===== config.mk =====
export PLATFORM = sky130hd
export DESIGN_NAME = pl_run_ctrl
export DESIGN_NICKNAME = d
export VERILOG_FILES = /design/src/rtl/pl_run_ctrl.sv
export SDC_FILE = /design/constraint.sdc
export NUM_CORES = 1
export LEC_CHECK = 0
export ABC_AREA = 0
export CORE_MARGIN = 3
export CORE_UTILIZATION = 44
export CTS_BUF_LIST = sky130_fd_sc_hd__clkbuf_16
export DETAILED_ROUTE_END_ITERATION = 8
export PLACE_DENSITY = 0.76
export SLEW_MARGIN = 40
export SYNTH_ARGS = -nofsm -noshare
export SYNTH_HDL_FRONTEND = slang
export SYNTH_SLANG_ARGS = --single-unit

===== constraint.sdc =====
create_clock -name clock -period 2 [get_ports clock]
set_clock_uncertainty 0.1 [all_clocks]
set_input_delay 0.4 -clock clock [delete_from_list [all_inputs] [get_ports clock]]
set_output_delay 0.4 -clock clock [all_outputs]
set_load 0.05 [all_outputs]

===== src/rtl/pl_run_ctrl.sv =====
// pl_run_ctrl: run/halt/single-step sequencer with key debounce, PC breakpoint and enabled-cycle counter.
module pl_run_ctrl #(
    parameter logic [15:0] DB_CYCLES    = 16'd50000,
    parameter logic [7:0]  RST_HOLD     = 8'd8,
    parameter logic        START_HALTED = 1'b1
) (
    input  logic        clock,
    input  logic        resetn,
    input  logic        key_run,
    input  logic        key_step,
    input  logic        bp_en,
    input  logic [31:0] bp_addr,
    input  logic [31:0] pc,
    output logic        cpu_en,
    output logic        cpu_resetn,
    output logic        halted,
    output logic [1:0]  state,
    output logic [31:0] cycle_cnt
);
    localparam logic [1:0] S_HOLD = 2'b00;
    localparam logic [1:0] S_HALT = 2'b01;
    localparam logic [1:0] S_RUN  = 2'b10;
    localparam logic [1:0] S_STEP = 2'b11;
    localparam logic [15:0] DB_LAST   = DB_CYCLES - 16'd1;
    localparam logic [7:0]  HOLD_LAST = RST_HOLD - 8'd1;

    logic [1:0]  r_sync1, r_sync2, r_lvl;
    logic [15:0] r_db_cnt [2];
    logic [1:0]  r_state;
    logic [7:0]  r_hold_cnt;
    logic        r_cpu_resetn, r_bp_skip;
    logic [31:0] r_cycle_cnt;
    logic [1:0]  w_keys, w_press;
    logic        w_run_p, w_step_p, w_bp_hit, w_cpu_en;

    assign w_keys = {key_step, key_run};
    // Press fires in the cycle the accepted level is about to fall to 0.
    assign w_press[0] = ~r_sync2[0] & r_lvl[0] & (r_db_cnt[0] == DB_LAST);
    assign w_press[1] = ~r_sync2[1] & r_lvl[1] & (r_db_cnt[1] == DB_LAST);
    assign w_run_p  = w_press[0];
    assign w_step_p = w_press[1];

    always_ff @(posedge clock or negedge resetn) begin
        if (!resetn) begin
            r_sync1     <= 2'b11;
            r_sync2     <= 2'b11;
            r_lvl       <= 2'b11;
            r_db_cnt[0] <= 16'd0;
            r_db_cnt[1] <= 16'd0;
        end else begin
            r_sync1 <= w_keys;
            r_sync2 <= r_sync1;
            for (int k = 0; k < 2; k++) begin
                if (r_sync2[k] == r_lvl[k]) begin
                    r_db_cnt[k] <= 16'd0;
                end else if (r_db_cnt[k] == DB_LAST) begin
                    r_lvl[k]    <= r_sync2[k];
                    r_db_cnt[k] <= 16'd0;
                end else begin
                    r_db_cnt[k] <= r_db_cnt[k] + 16'd1;
                end
            end
        end
    end

    assign w_bp_hit = bp_en & (pc == bp_addr) & ~r_bp_skip;
    assign w_cpu_en = (r_state == S_STEP) | ((r_state == S_RUN) & ~w_bp_hit);

    always_ff @(posedge clock or negedge resetn) begin
        if (!resetn) begin
            r_state      <= S_HOLD;
            r_hold_cnt   <= 8'd0;
            r_cpu_resetn <= 1'b0;
            r_bp_skip    <= 1'b0;
            r_cycle_cnt  <= 32'd0;
        end else begin
            r_cycle_cnt <= r_cycle_cnt + {31'd0, w_cpu_en};
            case (r_state)
                S_HOLD: begin
                    if (r_hold_cnt == HOLD_LAST) begin
                        r_cpu_resetn <= 1'b1;
                        r_state      <= START_HALTED ? S_HALT : S_RUN;
                    end else begin
                        r_hold_cnt <= r_hold_cnt + 8'd1;
                    end
                end
                S_HALT: begin
                    if (w_run_p) begin
                        r_state   <= S_RUN;
                        r_bp_skip <= 1'b1;
                    end else if (w_step_p) begin
                        r_state <= S_STEP;
                    end
                end
                S_STEP: r_state <= S_HALT;
                default: begin
                    // Skip only guards the resume cycle(s) still sitting on the breakpoint.
                    if (pc != bp_addr) r_bp_skip <= 1'b0;
                    if (w_run_p || w_bp_hit) r_state <= S_HALT;
                end
            endcase
        end
    end

    assign cpu_en     = w_cpu_en;
    assign cpu_resetn = r_cpu_resetn;
    assign halted     = (r_state == S_HALT);
    assign state      = r_state;
    assign cycle_cnt  = r_cycle_cnt;
endmodule


==> results of run 1 <==
[per-stage QoR]
stage	worst slack (ns)	setup TNS [ns]
detailed placement	-1.247	-34.45
finish	-0.4468	-10.21
global placement	-1.193	-32.91
global route	-0.5481	-13.32
floorplan	-0.7372	-14.54
CTS	-0.5408	-13.21
[cell usage after synthesis, drive strengths merged]
master  instances
xnor2          73
nor4b           3
nand2b          2
buf             2
xor2           20
a311o           1
o31ai           3
a41oi           1
ha             11
o22ai           2
or3             4
dfrtp          76
o211ai          1
and3            9
nand2          22
a21oi           6
nand4b          1
or4             1
o21ai           6
nor3b           2
inv            15
nor4bb          4
nand4          26
nor2           39
a31o            1
and4            8
nand3          24
nor3            9
and2            2
nor4            2
clkbuf          3
a21boi          1
dfstp           6
a21o            2
[logic make-up after synthesis]
| logic type | after synthesis |
|---|---|
| AOI/OAI and AO/OA | 24 |
| DFF | 82 |
| buffers and inverters | 20 |
| xor gates and xnor gates | 93 |
| and+or+nand+nor | 158 |
| adders and majority gates | 11 |
[layer usage]
metal / routed length (um) / GRT usage (%)
met1: 3948 / 22.33
met2: 4636 / 29.80
met3: 557 / 4.060
met4: 106 / 6.972
met5: 0 / 0
[worst max-delay path, stage by stage]
cell	delay, ns
buf_2	0.10
xnor2_1	0.14
nand4_1	0.15
nor4_4	0.35
nand4_1	0.15
a21o_4	0.23
ha_4	0.16
ha_4	0.15
and3_4	0.17
nand4_1	0.15
inv_1	0.10
and3_4	0.17
xor2_1	0.13
[flip-flops by register name, summed over array words and instances, names as in the netlist]
name        cells
r_hold_cnt      8
cpu_resetn      1
r_db_cnt       32
r_bp_skip       1
r_sync2         2
r_sync1         2
cycle_cnt      32
r_lvl           2
state           2
[final timing paths]
path / startpoint / endpoint / cells after the start / slack (ns)
worst min register to register: r_sync1[0] / r_sync2[0] / 0 / 0.26
worst max-delay path: pc[19] / cycle_cnt[12] / 13 / -0.45
max in group asynchronous: resetn / r_db_cnt[30] / 3 / 0.88
min in group asynchronous: resetn / r_db_cnt[9] / 2 / 0.37
worst max register to register: state[0] / cycle_cnt[28] / 11 / -0.32
worst min-delay path: r_sync1[0] / r_sync2[0] / 0 / 0.26
[cell type report]
class / count / area (sq um) / share of cell area, %
Clock inverter: 7 / 61.31 / 1.053
Tap cell: 108 / 135.1 / 2.321
Sequential cell: 82 / 2062 / 35.41
Multi-Input combinational cell: 286 / 2200 / 37.77
Timing Repair Buffer: 141 / 1084 / 18.61
Inverter: 15 / 56.30 / 0.9669
Clock buffer: 9 / 225.2 / 3.868
[power groups by stage]
stage               logic [mW]  registers [mW]  clock network [mW]
detailed placement       0.314            1.72                   0
CTS                      0.281            1.69                1.62
floorplan                0.101            1.71                   0
global placement         0.308            1.72                   0
global route             0.306            1.69                1.68
finish                   0.274            1.69                1.59
[what timing repair did]
action | in CTS | in global routing
endpoints found under the hold margin | 10 | 0
resized for setup | 161 | 72
cloned | 0 | 0
hold buffers | 1 | 0
endpoints found under the setup margin | 33 | 34
pin swaps | 58 | 45
buffers inserted | 5 | 5
[cells in the final DEF, fill, tap and decap left out, types with 5 or more instances in the layout]
cell and instances:
xor2_1 20, dfstp_2 6, xnor2_2 12, buf_2 17, and4_1 7, nand3_1 23, xnor2_1 61, dfrtp_1 74
clkdlybuf4s15_1 8, ha_1 8, nand2_1 20, o21ai_0 6, a21oi_1 5, buf_6 13, nor3_1 7, clkbuf_16 9
buf_4 65, nor2_1 38, clkbuf_2 28, nand4_1 26, and3_1 6, inv_1 14
==> impl_results.md, run 1 <==
* Worst Slack Setup Final at -0.4468 ns
* Largest family of logic cells by synthesized area: simple AND/OR/NAND/NOR gates
* Final setup fails at 30
* Placed Instance Area at 0.005570 sq mm
* Worst Max-Slew Pin Slew at 0.4700 ns
* P_leak at 2.756 nW
* Post-synthesis adder-cell area fraction at 3.332%
* Routability cong. at 0.8093
* Min cycle time layout at 2.447 ns
* Mapped Nets at 468
* Post-synth top area cell: dfrtp_1
* Final non-filler cell area at 0.005823 sq mm
* Clock Root Buffer: clkbuf_16
* Util after Layout at 65.18%
* Comb pwr share at 7.7%
* Final ANT Viol Nets at 0
* Total CTS buffers at 9
* Switching Share at 21.53%
* Mapped Avg Cell Area at 10.64 sq um
* Sequential power share at 47.5%
* Vias post-DR at 3375
* DRC violations left at 0
* Worst Path Max Fanout at 4
* Fin crit share at 122.3%
* Slew HR at 68.23%
* Clock Sink Count at 82
* TritonCTS clock tree: built
* Mapped Cells at 388
* Nets at 615
* Clock latency on the worst-skew pair at 0.33 ns
* Tightest Hold Check Type: reg2reg
* Outcome: finished, violations left
* DRT Wirelength at 9.249 mm
* Routed vias/inst at 5.208
* I/O pin count at 106
* Synthesis-to-finish area growth at 40.99%
* Sequential area share after synthesis at 49.86%
* Yosys top cell area share at 46.05%
* Critical path arrival at 2.56 ns
* Pwr Total at 3.548 mW
* Switching Power at 764.0 uW
* Total Routing Usage GR at 17.78%
* Post-Synth XOR/XNOR Area at 19.72%
* Internal power at 2.784 mW
* Worst Setup Start Kind: input port
* Pin count of the biggest net entering global routing at 47
* First-pass GRT wire length at 15.01 mm
* Critical Path RT at 2.11 ns
* Complex-gate fraction of the synthesized area at 4.120%
* Synth Warn # at 0
* Core area at 0.008934 sq mm
* Main area contributors after synthesis: dfrtp_1 46%, xnor2_1 15%, xor2_1 4.2%
* Max clock buf depth at 2
* Final hold slack at 0.2568 ns
* Row count at 34
* Mux share of post-synthesis cell area at 0%
* Layout cells sized above 1 at 34.81%
* Layout fillers at 718
* Failing checks: negative setup slack
* DP HPWL at 6.858 mm
* PortBufs at 105
* Vias in the first global route at 3369
* Worst setup EP type: register
* CP Class: in2reg
* Die W at 102.9 um
* Synth Area in Simple Gates at 21.08%
* Post-Syn Area at 0.004130 sq mm
* Die area at 0.01059 sq mm
* Endpoints failing hold at 0
* FF+latch count, synth at 82
* FMAX at 0.4087 GHz
* Total iterations of the first detailed-routing run at 4
* DR iter-0 viols at 184
* H-Tree Level Count at 3
* Placed Cells incl. Taps at 624
* Max-slew violations at 0
* Final non-filler cell total at 648
* Clock share of power at 44.7%
* Wire length per cell at 14.27 um
* Max-Cap Viols at 0
* Global route overflow at 0
* RSZ-0062 raised after global routing: true
* Initial antenna violation count at 0
* Chip height at 102.9 um
* Synth unique cells at 39
* VDD IR max at 0.0003895 V
* N_diodes at 0
* Pwr dens at 609.3 mW/mm^2
* Clock transition at path regs at 0.06 ns
* Initial core utilization at 46.23%
Power figures use the tool's default switching activity.
==> run 2, diff against run 1 <==
--- a/config.mk
+++ b/config.mk
@@ -9,6 +9,7 @@
 export CORE_MARGIN = 3
 export CORE_UTILIZATION = 44
 export CTS_BUF_LIST = sky130_fd_sc_hd__clkbuf_16
+export CTS_CLUSTER_SIZE = 24
 export DETAILED_ROUTE_END_ITERATION = 8
 export PLACE_DENSITY = 0.76
 export SLEW_MARGIN = 40
==> results of run 2 <==
Final layout, timing and power as in run 1 (identical DEF).
